==> config.mk <==
export PLATFORM = sky130hd
export DESIGN_NAME = drum_timing
export DESIGN_NICKNAME = d
export VERILOG_FILES = /design/src/rtl/drum_timing.sv
export SDC_FILE = /design/constraint.sdc
export NUM_CORES = 1
export LEC_CHECK = 0
export BUFFER_PORTS_ARGS = -buffer_cell sky130_fd_sc_hd__buf_2
export CAP_MARGIN = 20
export CORE_ASPECT_RATIO = 0.8
export CORE_MARGIN = 1
export CORE_UTILIZATION = 45
export CTS_BUF_LIST = sky130_fd_sc_hd__clkbuf_2
export DETAILED_ROUTE_END_ITERATION = 10
export GPL_ROUTABILITY_DRIVEN = 0
export PLACE_DENSITY = 0.67
export RECOVER_POWER = 50
export SLEW_MARGIN = 20
export SYNTH_ARGS = -nofsm -noshare
export SYNTH_HDL_FRONTEND = slang
export SYNTH_SLANG_ARGS = --single-unit
==> constraint.sdc <==
create_clock -name CLOCK -period 5.61 [get_ports CLOCK]
set_input_delay 0.2805 -clock CLOCK [delete_from_list [all_inputs] [get_ports CLOCK]]
set_output_delay 0.2805 -clock CLOCK [all_outputs]
set_load 0.03 [all_outputs]
==> src/rtl/drum_timing.sv <==
// Drum timing generator: bit/word counters with T1/T2/T29/CE/ORIGIN decodes
// and a word-location wait FSM that pulses LOC_HIT when the target word arrives.
module drum_timing #(
    parameter int WORDS = 108,
    parameter int BITS  = 29
) (
    input  logic       CLOCK,
    input  logic       rst,
    input  logic       SYNC,
    input  logic       LOC_LOAD,
    input  logic [6:0] LOC,
    input  logic       LOC_CANCEL,
    output logic [4:0] TB,
    output logic [6:0] TW,
    output logic       T1,
    output logic       T2,
    output logic       T29,
    output logic       CE,
    output logic       ORIGIN,
    output logic       LOC_BUSY,
    output logic       LOC_HIT,
    output logic       LOC_ERR
);

    localparam logic [0:0] ST_IDLE = 1'b0;
    localparam logic [0:0] ST_WAIT = 1'b1;
    localparam logic [4:0] TB_LAST = 5'(BITS - 1);
    localparam logic [6:0] TW_LAST = 7'(WORDS - 1);

    logic [4:0] tb_r, tb_nx_s;
    logic [6:0] tw_r, tw_nx_s;
    logic [0:0] state_r, state_nx_s;
    logic [6:0] target_r, target_nx_s;
    logic       err_r, err_nx_s;
    logic       hit_r, hit_nx_s;
    logic       t1_r, t2_r, t29_r, ce_r, origin_r;
    logic       loc_ok_s;

    // Next bit/word counter values; SYNC overrides the normal increment
    always_comb begin
        tb_nx_s = tb_r + 5'd1;
        tw_nx_s = tw_r;
        if (SYNC) begin
            tb_nx_s = 5'd0;
            tw_nx_s = 7'd0;
        end else if (tb_r == TB_LAST) begin
            tb_nx_s = 5'd0;
            if (tw_r == TW_LAST) begin
                tw_nx_s = 7'd0;
            end else begin
                tw_nx_s = tw_r + 7'd1;
            end
        end else begin
            tb_nx_s = tb_r + 5'd1;
            tw_nx_s = tw_r;
        end
    end

    assign loc_ok_s = ({25'd0, LOC} < 32'(WORDS));

    // Location FSM next state; hit_r is the registered hit of the current cycle
    always_comb begin
        state_nx_s  = state_r;
        target_nx_s = target_r;
        err_nx_s    = err_r;
        if (LOC_CANCEL) begin
            state_nx_s = ST_IDLE;
        end else if (LOC_LOAD && loc_ok_s) begin
            state_nx_s  = ST_WAIT;
            target_nx_s = LOC;
            err_nx_s    = 1'b0;
        end else if (LOC_LOAD) begin
            err_nx_s = 1'b1;
            if (hit_r) begin
                state_nx_s = ST_IDLE;
            end else begin
                state_nx_s = state_r;
            end
        end else if (hit_r) begin
            state_nx_s = ST_IDLE;
        end else begin
            state_nx_s = state_r;
        end
    end

    // Hit is precomputed from next-cycle values so the output is a flop yet has no added latency
    always_comb begin
        hit_nx_s = (state_nx_s == ST_WAIT) && (tw_nx_s == target_nx_s) && (tb_nx_s == 5'd0);
    end

    // State registers, including registered decodes of the next counter values
    always_ff @(posedge CLOCK) begin
        if (rst) begin
            tb_r     <= 5'd0;
            tw_r     <= 7'd0;
            state_r  <= ST_IDLE;
            target_r <= 7'd0;
            err_r    <= 1'b0;
            hit_r    <= 1'b0;
            t1_r     <= 1'b1;
            t2_r     <= 1'b0;
            t29_r    <= 1'b0;
            ce_r     <= 1'b1;
            origin_r <= 1'b1;
        end else begin
            tb_r     <= tb_nx_s;
            tw_r     <= tw_nx_s;
            state_r  <= state_nx_s;
            target_r <= target_nx_s;
            err_r    <= err_nx_s;
            hit_r    <= hit_nx_s;
            t1_r     <= (tb_nx_s == 5'd0);
            t2_r     <= (tb_nx_s == 5'd1);
            t29_r    <= (tb_nx_s == TB_LAST);
            ce_r     <= ~tw_nx_s[0];
            origin_r <= (tw_nx_s == 7'd0) && (tb_nx_s == 5'd0);
        end
    end

    assign TB       = tb_r;
    assign TW       = tw_r;
    assign T1       = t1_r;
    assign T2       = t2_r;
    assign T29      = t29_r;
    assign CE       = ce_r;
    assign ORIGIN   = origin_r;
    assign LOC_BUSY = (state_r == ST_WAIT);
    assign LOC_HIT  = hit_r;
    assign LOC_ERR  = err_r;

endmodule

==> results.json, run 1 <==
{
  "synth_ff_type": "dfxtp_1",
  "chipHeight_um": 51.04,
  "syn_area_um2": 1353,
  "yosys_warnings": 0,
  "critPathMaxStageDelay_ps": 540,
  "rows": 17,
  "hold_viol": 0,
  "crit_chain": "inv_1 > ha_1 > nand4_2 > or3_1 > a31oi_2 > xnor2_1 > or4b_1 > nor4_2",
  "synth_area_leaders": "dfxtp_1 (40%), nor2_1 (6.1%), a21oi_1 (3.7%), mux2i_1 (3.7%), nor2b_1 (3.7%)",
  "first_pass_iters": 4,
  "synth.avg_cell_area_um2": 8.401,
  "cap_violations": 0,
  "clk_pin_slew_worst_paths_ps": 240,
  "core_area_um2": 2808,
  "yosys.area.top_type": "dfxtp_1",
  "cts_setup_buffers": 0,
  "yosysMostFrequentCell": "dfxtp_1",
  "setup_viol": 0,
  "drc_errors": 0,
  "cts_tree": "done",
  "num_antenna_cells": 0,
  "cts_root_buf": "clkbuf_2",
  "htree_levels": 1,
  "drive_gt1_frac": 0.1283,
  "grt_usage": 0.1932,
  "fin_setup_tns_ps": 0,
  "instances_no_fill": 225,
  "crit_path_start_kind": "flop",
  "viasPerCell": 5.436,
  "synth.distinct_cells": 42,
  "fmax_mhz": 379.4,
  "synth-seq-area-share": 0.3996,
  "yosysTopAreaCellShare": 0.3996,
  "grt_overflow": 0,
  "max_slew_margin": 0.4618,
  "cts_resized": 0,
  "synth_cells": 161,
  "postRouteWirelength_um": 2875,
  "clockBufferDepth": 2,
  "wl_per_cell_um": 12.78,
  "crit_arrival_ps": 2920,
  "crit_slowest_cell": "or4b_1",
  "final.setup_skew_ps": 4.571,
  "cts.sinks": 27,
  "drt_iter0_drc": 85,
  "synth_edf_count": 0,
  "status": "finished, final reports clean",
  "setup.worst_path.class": "reg -> reg",
  "cts-hold-fix-buffers": 0,
  "initial_core_util": 0.4817,
  "path_max_fanout": 13,
  "utilization": 0.5410,
  "dp_cells": 221,
  "io_pins": 32,
  "tightest_slew_ps": 798.9,
  "ys_ff_latch": 27,
  "antenna_found_initial": 0,
  "multi_input_area_um2": 750.7,
  "io_buffer_count": 31,
  "grt_max_degree": 20,
  "powerDensity_nw_per_um2": 206.3,
  "via_count": 1223,
  "vdd.ir_drop.worst_v": 0.0001444,
  "nets": 203,
  "finalCritPeriodShare": 0.4699,
  "synth_fp_nets": 176,
  "total_power_uw": 313.4,
  "clock_latency_ps": 350,
  "hp-class": "in -> reg",
  "synth_commonest_cells": "dfxtp_1 (27), nor2_1 (22), a21oi_1 (10), nand2_1 (10), nor2b_1 (8)",
  "p_leak_uw": 0.0006044,
  "die-area_um2": 3230,
  "numCtsBuffers": 3,
  "grt_pass1_vias": 1051,
  "worstPathRequired_ps": 5900,
  "syn_to_final_growth_pct": 12.30,
  "rsz0062_at_grt": "false",
  "finalInstanceArea_um2": 1519,
  "grt_pass1_wl_um": 4843,
  "place_area_um2": 1516,
  "regArea_um2": 540.5,
  "antenna_left": 0,
  "dieWidth_um": 63.30,
  "detailed_place_hpwl_um": 2164,
  "period_needed_ps": 2636,
  "async_flop_share": 0,
  "fillers": 299,
  "maxSlewViolCount": 0,
  "worst_setup_path_end_kind": "flop"
}
per-layer routing:
metal  share of wire  wire, um  track usage  vias up
met2            0.42      1215       0.2921       45
met5               0         0            0        -
met4          0.0021         6      0.04545        0
met3           0.070       202      0.04688        2
li1                -         -            -      620
met1            0.50      1450       0.2757      556
critical path, delay by kind of cell (launching register included):
family                     cells  cell delay, ps
and+or+nand+nor                4            1510
DFF                            1             430
AOI/OAI and AO/OA              1             250
adders and majority gates      1             180
buffers and inverters          1             100
xor gates and xnor gates       1             100
through the flow:
| step | hold WS (ps) | setup WS (ps) |
|---|---|---|
| final | 107.4 | 2974 |
| after global routing | 71.16 | 2761 |
| after CTS | 91.90 | 2937 |
| after detailed placement | 454.8 | 3004 |
| after global placement | 442.7 | 3134 |
| after floorplan | 366.1 | 3135 |
state kept, by name (all words and copies together), names as in the netlist:
signal	count
LOC_HIT	1
T1	1
LOC_ERR	1
T29	1
target_r	7
ORIGIN	1
TB	5
CE	1
T2	1
LOC_BUSY	1
TW	7
kinds of logic after synthesis:
logic type	after synthesis	synth area share
xor gates and xnor gates	9	0.05828
AOI/OAI and AO/OA	30	0.1508
DFF	27	0.3996
and+or+nand+nor	72	0.2812
muxes	5	0.03700
buffers and inverters	15	0.04533
adders and majority gates	3	0.02776
cell usage in the layout (no fill, tap or decap), types with 2 or more instances in the layout:
| master | netlist | final |
|---|---|---|
| mux2i_1 | 5 | 5 |
| nor3_1 | 5 | 5 |
| a211o_1 | 2 | 2 |
| buf_2 | 1 | 17 |
| nor2b_1 | 8 | 8 |
| o21ai_0 | 3 | 4 |
| or3_1 | 5 | 5 |
| ha_1 | 3 | 3 |
| a21oi_1 | 10 | 10 |
| nor2_1 | 22 | 22 |
| inv_1 | 6 | 6 |
| nand4_1 | 3 | 3 |
| nor4_1 | 4 | 4 |
| xor2_1 | 4 | 4 |
| xnor2_1 | 5 | 5 |
| nand3_1 | 5 | 5 |
| nand2b_1 | 3 | 3 |
| dfxtp_1 | 27 | 27 |
| clkbuf_1 | 7 | 14 |
| nand2_1 | 10 | 10 |
| clkbuf_2 | 0 | 4 |
| o22ai_1 | 2 | 2 |
path summary, 6_finish.rpt:
path              slack [ps]       end  cells past startpoint        from
setup / recovery        2970   LOC_HIT                      8       TB[0]
hold / removal           110  LOC_BUSY                      2  LOC_CANCEL
setup reg to reg        2970   LOC_HIT                      8       TB[0]
hold reg to reg          480   LOC_ERR                      2     LOC_ERR
power by group:
group / internal [uW] / switching [uW]
combinational: 14.2 / 24.6
sequential: 198 / 2.37
clock: 18.8 / 55.7
total: 231 / 82.7
area by class of cell:
| cell class | count | area share |
|---|---|---|
| timing repair buffer | 31 | 0.09061 |
| clock buffer | 4 | 0.01318 |
| multi-input combinational | 119 | 0.4942 |
| inverter | 6 | 0.01483 |
| tap | 38 | 0.03130 |
| sequential | 27 | 0.3558 |
Note: power is estimated with default switching activity, not from simulation.
==> inputs of run 2 (changes only) <==
--- a/config.mk
+++ b/config.mk
@@ -5,6 +5,7 @@
 export SDC_FILE = /design/constraint.sdc
 export NUM_CORES = 1
 export LEC_CHECK = 0
+export ABC_AREA = 1
 export BUFFER_PORTS_ARGS = -buffer_cell sky130_fd_sc_hd__buf_2
 export CAP_MARGIN = 20
 export CORE_ASPECT_RATIO = 0.8
@@ -13,7 +14,7 @@
 export CTS_BUF_LIST = sky130_fd_sc_hd__clkbuf_2
 export DETAILED_ROUTE_END_ITERATION = 10
 export GPL_ROUTABILITY_DRIVEN = 0
-export PLACE_DENSITY = 0.67
+export PLACE_DENSITY = 0.69
 export RECOVER_POWER = 50
 export SLEW_MARGIN = 20
 export SYNTH_ARGS = -nofsm -noshare
==> constraint.sdc (replaced) <==
create_clock -name CLOCK -period 2.2 [get_ports CLOCK]
set_input_delay 0.11 -clock CLOCK [delete_from_list [all_inputs] [get_ports CLOCK]]
set_output_delay 0.11 -clock CLOCK [all_outputs]
set_load 0.03 [all_outputs]
==> run 2 against run 1 <==
Net effect:
- total power increased to 2.6 times the previous value
- maximum frequency increased by 36%
- sequential power increased to 2.6 times the previous value
- core utilization increased by 2.5 points
- critical endpoint unchanged
- die area increased by 6.2%
- critical path type unchanged
- synthesized cell count increased by 36%
==> results.json, run 2 <==
{
  "status": "finished, final reports clean",
  "crit_path_frequent_cell": "nand2_1",
  "postRouteWirelength_um": 3259,
  "synth_edf_count": 0,
  "die-area_um2": 3429,
  "io_pins": 32,
  "synth.avg_cell_area_um2": 6.570,
  "grt_pass1_vias": 1162,
  "async_flop_share": 0,
  "rows": 17,
  "cts_setup_buffers": 0,
  "fmax_mhz": 514.8,
  "crit_buf_inv": 1,
  "synth-seq-area-share": 0.3757,
  "cap_violations": 0,
  "core_area_um2": 2893,
  "ys_ff_latch": 27,
  "fin_setup_tns_ps": 0,
  "yosys_warnings": 0,
  "period_needed_ps": 1942,
  "grt_usage": 0.2085,
  "num_antenna_cells": 0,
  "initial_core_util": 0.4974,
  "clock_latency_ps": 360,
  "synth_fp_nets": 234,
  "critPathTopFamily": "simple AND/OR/NAND/NOR gates",
  "reg2reg_slack_ps": 260,
  "tightest_slew_ps": 408.1,
  "crit_slowest_cell": "dfxtp_1",
  "final_common_cell": "nand2_1",
  "synth_area_leaders": "dfxtp_1 (38%), nand2_1 (16%), inv_1 (9.7%), nor2_1 (7.8%), nand3_1 (6.3%)",
  "crit_chain": "inv_1 > ha_1 > nand2_1 > nor2_4 > nor2_2 > nand2_1 > nand3_1 > nor2_1 > nand2_1 > nor2_1 > nand2_1 > nor3_2",
  "vdd.ir_drop.worst_v": 0.0003098,
  "cts_root_buf": "clkbuf_2",
  "crit_path_start_kind": "flop",
  "grt_pass1_wl_um": 5395,
  "syn_to_final_growth_pct": 13.83,
  "layout_common_cells": "nand2_1 (60), inv_1 (37), nor2_1 (30)",
  "fillers": 308,
  "p_leak_uw": 0.0008378,
  "setup.worst_path.class": "reg -> reg",
  "powerDensity_nw_per_um2": 506.8,
  "numCtsBuffers": 3,
  "synth_cells": 219,
  "rr_worst_depth": 12,
  "final.setup_skew_ps": 6.534,
  "cts.sinks": 27,
  "maxSlewViolCount": 0,
  "setup_viol": 0,
  "synth.distinct_cells": 28,
  "path_depth": 12,
  "finalCritPeriodShare": 0.8829,
  "path_max_fanout": 15,
  "grt_max_degree": 22,
  "worst_setup_path_end_kind": "flop",
  "first_pass_iters": 4,
  "detailed_place_hpwl_um": 2529,
  "via_count": 1392,
  "hold_viol": 0,
  "grt_overflow": 0,
  "critPathMaxStageDelay_ps": 410,
  "nets": 268,
  "yosysMostFrequentCell": "nand2_1",
  "min-delay-start": "LOC_CANCEL",
  "drive_gt1_frac": 0.1468,
  "viasPerCell": 4.800,
  "syn_area_um2": 1439,
  "chipHeight_um": 52.58,
  "reg2reg_to": "LOC_HIT",
  "yosys.area.top_type": "dfxtp_1",
  "synth_commonest_cells": "nand2_1 (60), inv_1 (37), nor2_1 (30), dfxtp_1 (27), nand3_1 (18)",
  "antenna_left": 0,
  "antenna_found_initial": 0,
  "max_slew_margin": 0.7279,
  "drc_errors": 0,
  "rsz0062_at_grt": "false",
  "crit_arrival_ps": 2260,
  "synth_ff_type": "dfxtp_1",
  "io_buffer_count": 31,
  "dieWidth_um": 65.22,
  "cp-startpoint": "TB[0]",
  "hold_ws_ps": 64.63,
  "hp-class": "in -> reg",
  "htree_levels": 1,
  "clockBufferDepth": 2,
  "clk_pin_slew_worst_paths_ps": 240,
  "drt_iter0_drc": 68,
  "worstPathRequired_ps": 2510,
  "endpoint": "LOC_HIT",
  "wl_per_cell_um": 11.24,
  "cts_tree": "done",
  "timing.rr.start": "TB[0]",
  "yosysTopAreaCellShare": 0.3757
}
## run 2: kinds of logic (layout without fill, tap and decap cells)
group	Yosys count	after routing	share of synthesized area
AOI/OAI and AO/OA	12	12	0.04782
xor gates and xnor gates	2	2	0.01740
adders and majority gates	3	3	0.02609
buffers and inverters	45	78	0.1235
DFF	27	27	0.3757
and+or+nand+nor	130	130	0.4096
## run 2: timing repair
item / 4_1_cts / 5_1_grt
endpoints found under the setup margin: 0 / 1
hold buffers: 1 / 0
gates resized for setup: 0 / 1
hold endpoints to repair: 1 / 0
## run 2: worst min path at each step
stage / depth (start not counted) / slack (ps) / endpoint
global route: 4 / 60 / LOC_BUSY
floorplan: 1 / 190 / TB[1]
CTS: 3 / 50 / target_r[1]
detailed placement: 2 / 360 / TB[1]
finish: 4 / 60 / LOC_BUSY
global placement: 2 / 360 / TB[1]
## run 2: cell type report
| class | count | area [um^2] | area share |
|---|---|---|---|
| multi-input combinational | 147 | 720.7 | 0.4400 |
| tap | 38 | 47.55 | 0.02903 |
| timing repair buffer | 33 | 155.1 | 0.09473 |
| sequential | 27 | 540.5 | 0.3300 |
| clock buffer | 3 | 15.01 | 0.009167 |
| inverter | 41 | 153.9 | 0.09397 |
| clock inverter | 1 | 5.005 | 0.003056 |
## run 2: layer usage
metal / wire length, um / vias up / GRT usage
met3: 237 / 2 / 0.06304
met5: 0 / - / 0
met2: 1239 / 44 / 0.2732
met1: 1762 / 605 / 0.3224
li1: - / 741 / -
met4: 19 / 0 / 0.04348
## run 2: through the flow
step                setup slack (ps)  power [uW]  cell area (um^2)  std cells    util
global route                   25.46       875.5              1638        290  0.5662
CTS                            237.9       840.5              1655        290  0.5722
detailed placement             290.2       651.5              1625        285  0.5619
floorplan                      340.8       615.1              1439        219       -
finish                         257.6       830.0              1638        290  0.5662
global placement               334.3       650.8              1625        285  0.5619
## run 2: power by group
group | switching (uW) | leakage, uW | internal (uW) | total, uW
Sequential | 6.38 | 0.000220 | 507 | 514
Clock | 146 | 0.0000164 | 41.2 | 187
Combinational | 87.9 | 0.000601 | 41.1 | 129
Total | 240 | 0.000838 | 590 | 830
## run 2: tightest hold or removal path: cells and delay by family
kind / cells / cell delay (ps)
buf+inv: 1 / 90
simple gates: 3 / 220
==> inputs of run 3 (changes only) <==
--- a/config.mk
+++ b/config.mk
@@ -5,16 +5,15 @@
 export SDC_FILE = /design/constraint.sdc
 export NUM_CORES = 1
 export LEC_CHECK = 0
-export ABC_AREA = 1
-export BUFFER_PORTS_ARGS = -buffer_cell sky130_fd_sc_hd__buf_2
 export CAP_MARGIN = 20
 export CORE_ASPECT_RATIO = 0.8
 export CORE_MARGIN = 1
 export CORE_UTILIZATION = 45
 export CTS_BUF_LIST = sky130_fd_sc_hd__clkbuf_2
 export DETAILED_ROUTE_END_ITERATION = 10
+export DONT_BUFFER_PORTS = 1
 export GPL_ROUTABILITY_DRIVEN = 0
-export PLACE_DENSITY = 0.69
+export PLACE_DENSITY = 0.6
 export RECOVER_POWER = 50
 export SLEW_MARGIN = 20
 export SYNTH_ARGS = -nofsm -noshare
==> run 3 against run 2 <==
Net effect:
- the flow now finishes with violations (setup timing)
- critical endpoint unchanged
- core utilization is 7.5 points higher
- worst setup slack worse by 290 ps
- worst hold slack worse by 42 ps
- via count is 4.4% lower
- sequential power hardly changed
- non-clock buffer count is 7 higher
- sequential cell count stayed put
- global-route usage is 3.6 points higher
- combinational power is 20% lower
- count of clock-buffer cells in the layout is 1 higher
- critical path depth is 5 lower
- sequential share of layout area is 2.0 points lower
==> results.json, run 3 (synthesis gave the netlist of run 1 again) <==
{
  "status": "finished, violations left",
  "violations": "setup timing",
  "grt_usage": 0.2449,
  "chipHeight_um": 51.04,
  "grt_max_degree": 19,
  "min-delay-start": "SYNC",
  "via_count": 1331,
  "initial_core_util": 0.4817,
  "p_clk_frac": 0.233,
  "fmax_mhz": 448.6,
  "layout_common_cells": "buf_4 (25), nor2_1 (22), dfxtp_1 (19)",
  "first_pass_iters": 4,
  "clk_pin_slew_worst_paths_ps": 250,
  "dp_cells": 215,
  "final_common_cell": "buf_4",
  "cts.sinks": 27,
  "num_antenna_cells": 0,
  "htree_levels": 1,
  "min_to": "TB[3]",
  "period_needed_ps": 2229,
  "reg2reg_slack_ps": -30,
  "die-area_um2": 3230,
  "grt_pass1_vias": 1332,
  "place_area_um2": 1589,
  "vdd.ir_drop.worst_v": 0.0002979,
  "detailed_place_hpwl_um": 2568,
  "setup_slack_ps": -29.20,
  "io_buffer_count": 0,
  "core_area_um2": 2808,
  "cts_tree": "done",
  "crit_arrival_ps": 2510,
  "wl_per_cell_um": 16.10,
  "syn_to_final_growth_pct": 33.03,
  "drt_iter0_drc": 76,
  "powerDensity_nw_per_um2": 449.1,
  "p_leak_uw": 0.0007062,
  "clockBufferDepth": 2,
  "total_power_uw": 808.0,
  "nets": 212,
  "rsz0062_at_grt": "true",
  "clock_latency_ps": 360,
  "cp-startpoint": "TW[0]",
  "worstPathRequired_ps": 2480,
  "cts_root_buf": "clkbuf_2",
  "hold_path_depth": 2,
  "max_slew_margin": 0.5305,
  "swShare": 0.2606,
  "cap_violations": 0,
  "reg2reg_to": "LOC_HIT",
  "numCtsBuffers": 3,
  "tightest_slew_ps": 702.0,
  "timing.rr.start": "TW[0]",
  "combPwrFrac": 0.127,
  "worst_setup_path_end_kind": "flop",
  "final.setup_skew_ps": 23.03,
  "drc_errors": 0,
  "finalCritPeriodShare": 1.013,
  "rr_worst_depth": 7,
  "crit_path_start_kind": "flop",
  "antenna_left": 0,
  "grt_overflow": 0,
  "dieWidth_um": 63.30,
  "p_switching_uw": 210.5,
  "path_max_fanout": 5,
  "seq_power_share": 0.640,
  "antenna_found_initial": 0,
  "setup_viol": 1,
  "instances_no_fill": 234,
  "viasPerCell": 5.688,
  "utilization": 0.6408,
  "cellInternalPower_uw": 597.5,
  "fillers": 256,
  "grt_pass1_wl_um": 6016,
  "rows": 17,
  "hp-class": "in -> reg",
  "io_pins": 32,
  "maxSlewViolCount": 0,
  "postRouteWirelength_um": 3768,
  "setup.worst_path.class": "reg -> reg",
  "hold_viol": 0,
  "finalInstanceArea_um2": 1799,
  "drive_gt1_frac": 0.2653
}
-- run 3: power by group through the flow --
stage	sequential, uW	combinational (uW)	clock, uW
6_report	517	103	189
5_1_grt	518	112	208
4_1_cts	518	99.5	197
3_5_place_dp	528	71.7	0
3_3_place_gp	527	69.7	0
2_1_floorplan	532	56.5	0
-- run 3: per-layer routing --
| metal | vias to the layer above | part of all wire | GRT usage |
|---|---|---|---|
| met5 | - | 0 | 0 |
| met3 | 5 | 0.072 | 0.05134 |
| li1 | 637 | - | - |
| met2 | 46 | 0.48 | 0.4391 |
| met4 | 0 | 0.0072 | 0.06439 |
| met1 | 643 | 0.44 | 0.2995 |
-- run 3: worst max path at each step --
stage	end	depth (start not counted)	slack, ps
2_1_floorplan	LOC_HIT	7	10
3_3_place_gp	LOC_HIT	10	60
3_5_place_dp	LOC_HIT	8	-20
4_1_cts	LOC_HIT	8	-4
5_1_grt	LOC_HIT	7	-150
6_report	LOC_HIT	7	-30
-- run 3: repair_timing --
action | CTS | global route
buffers inserted | 1 | 0
hold buffers | 14 | 0
pin swaps | 0 | 3
resized for setup | 5 | 7
hold endpoints to repair | 21 | 0
setup endpoints to repair | 2 | 2
-- run 3: layout make-up --
cell class	instances	area (um^2)	share of cell area
timing repair buffer	40	331.6	0.1843
sequential	27	558.0	0.3102
clock buffer	4	20.02	0.01113
tap	38	47.55	0.02643
inverter	6	22.52	0.01252
multi-input combinational	119	819.5	0.4555
-- run 3: critical path: stages, from the launching register on --
cell,delay [ps]
dfxtp_4,440
ha_4,130
nand3b_1,150
o311ai_2,320
a31oi_2,160
xnor2_1,150
or4b_4,540
nor4_2,250
-- run 3: through the flow --
| stage | TNS [ps] | worst slack (ps) | hold slack, ps |
|---|---|---|---|
| floorplan | 0 | 13.35 | 195.6 |
| global placement | 0 | 55.86 | 178.1 |
| detailed placement | -21.73 | -21.73 | 177.4 |
| CTS | -3.971 | -3.971 | 0.6400 |
| global route | -145.9 | -145.9 | 6.616 |
| finish | -29.20 | -29.20 | 23.04 |
